File: config.mk
export PLATFORM = sky130hd
export DESIGN_NAME = mips_run_ctrl
export DESIGN_NICKNAME = d
export VERILOG_FILES = /design/src/rtl/mips_run_ctrl.sv
export SDC_FILE = /design/constraint.sdc
export NUM_CORES = 1
export LEC_CHECK = 0
export CORE_ASPECT_RATIO = 0.75
export CORE_MARGIN = 10
export CORE_UTILIZATION = 50
export CTS_BUF_LIST = sky130_fd_sc_hd__clkbuf_2
export DETAILED_ROUTE_END_ITERATION = 8
export GPL_TIMING_DRIVEN = 0
export PLACE_DENSITY = 0.72
export SETUP_SLACK_MARGIN = 0.3
export SLEW_MARGIN = 20
export SYNTH_ARGS = -nofsm -noshare
export SYNTH_HDL_FRONTEND = slang
export SYNTH_SLANG_ARGS = --single-unit
File: constraint.sdc
create_clock -name clk -period 5.1 [get_ports clk]
set_input_delay 1.02 -clock clk [delete_from_list [all_inputs] [get_ports clk]]
set_output_delay 1.02 -clock clk [all_outputs]
set_load 0.1 [all_outputs]
File: src/rtl/mips_run_ctrl.sv
// Run controller for the mips core: sequences core reset, counts RUN cycles,
// detects program end (PC self-loop) and enforces a watchdog timeout.
module mips_run_ctrl #(
    parameter int RST_CYCLES  = 4,
    parameter int HALT_REPEAT = 2,
    parameter int TIMEOUT     = 100000,
    parameter int CNT_W       = 32,
    parameter int PC_W        = 32
) (
    input  logic             clk,
    input  logic             reset,
    // start is a single-cycle request, honoured only in IDLE, HALTED and TMO;
    // there is no ready/acknowledge, a pulse in RST_HOLD or RUN is dropped.
    input  logic             start,
    input  logic [PC_W-1:0]  pc,
    output logic             core_reset,
    output logic             running,
    output logic             done,
    output logic             timeout,
    output logic [CNT_W-1:0] cycle_cnt,
    output logic [2:0]       dbg_state
);

    localparam int R_EFF  = (RST_CYCLES < 1) ? 1 : RST_CYCLES;
    localparam int HOLD_W = $clog2(R_EFF + 1);
    localparam int SAME_W = $clog2(HALT_REPEAT + 1);

    localparam logic [HOLD_W-1:0] HOLD_LAST = HOLD_W'(R_EFF - 1);
    localparam logic [SAME_W-1:0] SAME_HALT = SAME_W'(HALT_REPEAT);
    localparam logic [CNT_W-1:0]  CNT_TMO   = CNT_W'(TIMEOUT);

    typedef enum logic [2:0] {
        S_IDLE   = 3'd0,
        S_HOLD   = 3'd1,
        S_RUN    = 3'd2,
        S_HALTED = 3'd3,
        S_TMO    = 3'd4
    } state_t;

    state_t            state, state_n;
    logic [HOLD_W-1:0] hold_cnt, hold_cnt_n;
    logic [SAME_W-1:0] same_cnt, same_cnt_n;
    logic [PC_W-1:0]   last_pc, last_pc_n;
    logic              first_run, first_run_n;
    logic              core_reset_n, running_n, done_n, timeout_n;
    logic [CNT_W-1:0]  cycle_cnt_n;
    logic [CNT_W-1:0]  cnt_inc;
    logic [SAME_W-1:0] same_upd;

    assign dbg_state = state;

    always_comb begin
        state_n      = state;
        hold_cnt_n   = hold_cnt;
        same_cnt_n   = same_cnt;
        last_pc_n    = last_pc;
        first_run_n  = first_run;
        core_reset_n = core_reset;
        running_n    = running;
        done_n       = done;
        timeout_n    = timeout;
        cycle_cnt_n  = cycle_cnt;
        cnt_inc      = cycle_cnt + CNT_W'(1);
        same_upd     = '0;

        case (state)
            S_IDLE, S_HALTED, S_TMO: begin
                core_reset_n = 1'b1;
                running_n    = 1'b0;
                if (start) begin
                    state_n     = S_HOLD;
                    hold_cnt_n  = '0;
                    cycle_cnt_n = '0;
                    done_n      = 1'b0;
                    timeout_n   = 1'b0;
                end
            end

            S_HOLD: begin
                core_reset_n = 1'b1;
                if (hold_cnt == HOLD_LAST) begin
                    state_n      = S_RUN;
                    core_reset_n = 1'b0;
                    running_n    = 1'b1;
                    first_run_n  = 1'b1;
                end else begin
                    hold_cnt_n = hold_cnt + HOLD_W'(1);
                end
            end

            S_RUN: begin
                cycle_cnt_n = cnt_inc;
                last_pc_n   = pc;
                first_run_n = 1'b0;
                // The first RUN cycle only primes last_pc; comparing starts next cycle.
                if (!first_run && (pc == last_pc)) begin
                    same_upd = same_cnt + SAME_W'(1);
                end
                same_cnt_n = same_upd;
                // Halt is tested first so it wins when both land on one edge.
                if (same_upd == SAME_HALT) begin
                    state_n      = S_HALTED;
                    done_n       = 1'b1;
                    core_reset_n = 1'b1;
                    running_n    = 1'b0;
                end else if (cnt_inc == CNT_TMO) begin
                    state_n      = S_TMO;
                    timeout_n    = 1'b1;
                    core_reset_n = 1'b1;
                    running_n    = 1'b0;
                end
            end

            default: begin
                state_n      = S_IDLE;
                core_reset_n = 1'b1;
                running_n    = 1'b0;
            end
        endcase
    end

    always_ff @(posedge clk) begin
        if (reset) begin
            state      <= S_IDLE;
            hold_cnt   <= '0;
            same_cnt   <= '0;
            last_pc    <= '0;
            first_run  <= 1'b0;
            core_reset <= 1'b1;
            running    <= 1'b0;
            done       <= 1'b0;
            timeout    <= 1'b0;
            cycle_cnt  <= '0;
        end else begin
            state      <= state_n;
            hold_cnt   <= hold_cnt_n;
            same_cnt   <= same_cnt_n;
            last_pc    <= last_pc_n;
            first_run  <= first_run_n;
            core_reset <= core_reset_n;
            running    <= running_n;
            done       <= done_n;
            timeout    <= timeout_n;
            cycle_cnt  <= cycle_cnt_n;
        end
    end

endmodule

==> flow_summary.yaml <==
sta:
  tightest_slew_ns: 0.9932
  grt_setup_unrepaired: "false"
  min_period_over_period_pct: 66.61
  max_freq_mhz: 294.4
  relSlewSlack_pct: 33.58
  layout_min_cycle_time_ns: 3.397
  setup_viol: 0
  final_hold_viol_count: 0
  finClkSkew_ns: 0.01484
  fin_tns_setup_ns: 0
  maxSlewViolCount: 0
synthesis:
  yosysSeqAreaShare_pct: 35.03
  synth_edf_count: 0
  syn_nets: 622
  yosys_warnings: 0
  avgSynthCellArea_um2: 7.548
  ys_ff_latch: 77
  syn_inst: 583
  synth_top_area_share_pct: 35.03
  synth.most_common_cell: "nand2_1"
  synth.largest_area_cell: "dfxtp_1"
  syn_area_mm2: 0.004400
  synthTopCellsByArea: "dfxtp_1 35%, nand2_1 8.3%, a21oi_1 7.3%, xor2_1 6.2%, nor2_1 4.5%"
  dominantRegCellSynth: "dfxtp_1"
  ys_types: 60
  yosys-top-cells-count: "97 x nand2_1, 77 x dfxtp_1, 64 x a21oi_1"
  synthArstFlopShare_pct: 0
drt:
  routed_wl_mm: 14.42
  drt-wirelength-per-cell_um: 18.49
  drc: 0
  vias_per_cell: 6.073
  antenna_left: 0
  drtPass1Iterations: 6
  routed-via-count: 4737
  drt_iter0_markers: 477
layout:
  drive_gt1_share_pct: 5.804
  fillers: 778
  nets: 706
  area_delta_synth_final_pct: 21.55
  antenna-diode-count: 0
  finish.utilization_pct: 62.73
  stdcell_count: 780
  final_cell_area_mm2: 0.005349
floorplanning:
  initial_core_util_pct: 51.61
  row_count: 29
  ios: 74
  fp.dieW_um: 128.3
  dieArea_mm2: 0.01299
  dieHeight_um: 101.2
  core-area_mm2: 0.008527
placement:
  io_buffers: 73
  dp_hpwl_mm: 10.45
  placed_area_mm2: 0.005266
  place.gp.congestion: 0.9714
  post-place-cells: 764
worst_setup_path:
  critical_path_peak_fanout: 9
  critical-path-max-stage-delay_ns: 0.54
  startpoint: "cycle_cnt[0]"
  crit_required_ns: 5.57
  crit_type: "reg2reg"
  reg2reg_from: "cycle_cnt[0]"
  start_kind: "flop"
  cp.arrival_ns: 3.87
  crit_chain: "ha_1, nand3_1, or4_1, buf_2, o31ai_2, o2111ai_1, a2111o_1, or2_1, o41a_1"
  end_kind: "flop"
  slowest_stage: "or4_1"
min_path:
  hold_start: "first_run"
  hold_class: "reg2reg"
cts:
  clockRootBuffer: "clkbuf_2"
  tritoncts: "built"
  h-tree-depth: 3
  cts.sinks: 77
  clkTransAtPathRegs_ns: 0.19
  cts_buffers: 9
  cts_hold_buf: 0
  clk_path_buf_depth: 2
  clock_latency_ns: 0.57
  cts-resized-gates: 0
  cts_setup_buffers: 0
outcome:
  status: "complete, no violations"
global_routing:
  antenna_found_initial: 1
  grt_pass1_wl_mm: 22.74
  grt_max_degree: 13
  gr-usage-all-layers_pct: 21.87
  grt_pass1_vias: 4303
  grt_overflow: 0
job:
  cap_violations: 0
power_and_ir_drop:
  power_uw: 993.4
  max-vdd-ir-drop_v: 0.0001578
  p_leak_uw: 0.001867
  power_density_mw_per_mm2: 185.7
-- report_power, final --
| part | internal, uW | total, uW | switching (uW) |
|---|---|---|---|
| combinational | 40.6 | 99.9 | 59.3 |
| clock | 65.2 | 286 | 220 |
| sequential | 605 | 608 | 3.09 |
-- final cells by class --
type	instances	area, um^2	area share, %
plain buffers	48	216.5	4.047
inverters	7	26.28	0.4912
repair buffers	73	730.7	13.66
clock buffers	11	55.05	1.029
clock inverters	5	27.53	0.5146
flip-flops and latches	77	1541	28.82
multi-input cells	451	2616	48.91
well taps	108	135.1	2.526
-- placed cells by master (no fill, tap or decap), types with 2 or more instances in the layout --
master           synthesis  routed
a211o_1                  2       2
a211oi_1                 2       2
a21boi_0                 2       2
a21oi_1                 64      64
a22oi_1                  3       3
a311oi_1                12      12
a31o_2                   4       4
a31oi_1                 12      12
and2_1                   4       4
and3_1                  11      11
and4_1                   3       3
buf_1                    2       2
buf_2                    8       8
buf_4                    5       5
clkbuf_1                32      32
clkbuf_2                 0      11
clkdlybuf4s50_1          0      73
clkinv_2                 0       3
dfxtp_1                 77      77
ha_1                     4       4
inv_1                    7       7
nand2_1                 97      97
nand2b_1                 4       4
nand3_1                 15      15
nand3b_1                 3       3
nand4_1                 16      16
nand4_2                  2       2
nor2_1                  53      53
nor2b_1                  2       2
nor3_1                  15      15
nor4_1                  17      17
nor4_4                   2       2
o21a_1                   2       2
o21ai_0                 26      26
o31a_1                   3       3
or3_1                    4       4
or4_1                    2       2
xnor2_1                 11      11
xor2_1                  31      31
-- worst paths after layout --
kind / endpoint / slack (ns) / cells after the start
setup / recovery: dbg_state[1] / 1.70 / 9
hold / removal: first_run / 0.48 / 2
setup reg to reg: dbg_state[1] / 1.70 / 9
hold reg to reg: first_run / 0.48 / 2
-- cells by family after synthesis --
kind of cell | synth area share, %
adder cells (fa/ha/maj) | 1.137
flip-flops | 35.03
AND/OR/NAND/NOR | 28.18
XOR/XNOR | 8.359
multiplexers | 0.4834
AO/OA/AOI/OAI | 21.30
buffers and inverters | 5.516
-- state kept, by name (all words and copies together), names as in the netlist --
register and count:
core_reset 1, cycle_cnt 32, dbg_state 3, done 1, first_run 1, hold_cnt 3, last_pc 32, running 1
same_cnt 2, timeout 1
-- worst max-delay path: cells and delay by family (launching register included) --
kind | cells | cell delay [ns]
flops | 1 | 0.46
fa+ha+maj | 1 | 0.35
simple gates | 3 | 1.11
compound gates | 4 | 1.21
buf+inv | 1 | 0.19
-- metrics by stage --
step	hold WS, ns	worst slack (ns)
6_report	0.4772	1.703
4_1_cts	0.4772	1.672
5_1_grt	0.5015	1.590
3_3_place_gp	0.4460	1.725
3_5_place_dp	0.4541	1.735
2_1_floorplan	0.4320	1.480
-- per-layer routing --
layer  part of all wire (%)  up-vias  routed length (um)  GRT usage [%]
met5                      0        -                   0              0
met4                    1.2        0                 171          5.872
met3                     11       21                1608          6.785
met2                     42      218                6114          30.71
met1                     45     2252                6530          31.35
li1                       -     2246                   -              -
Note: power is estimated with default switching activity, not from simulation.
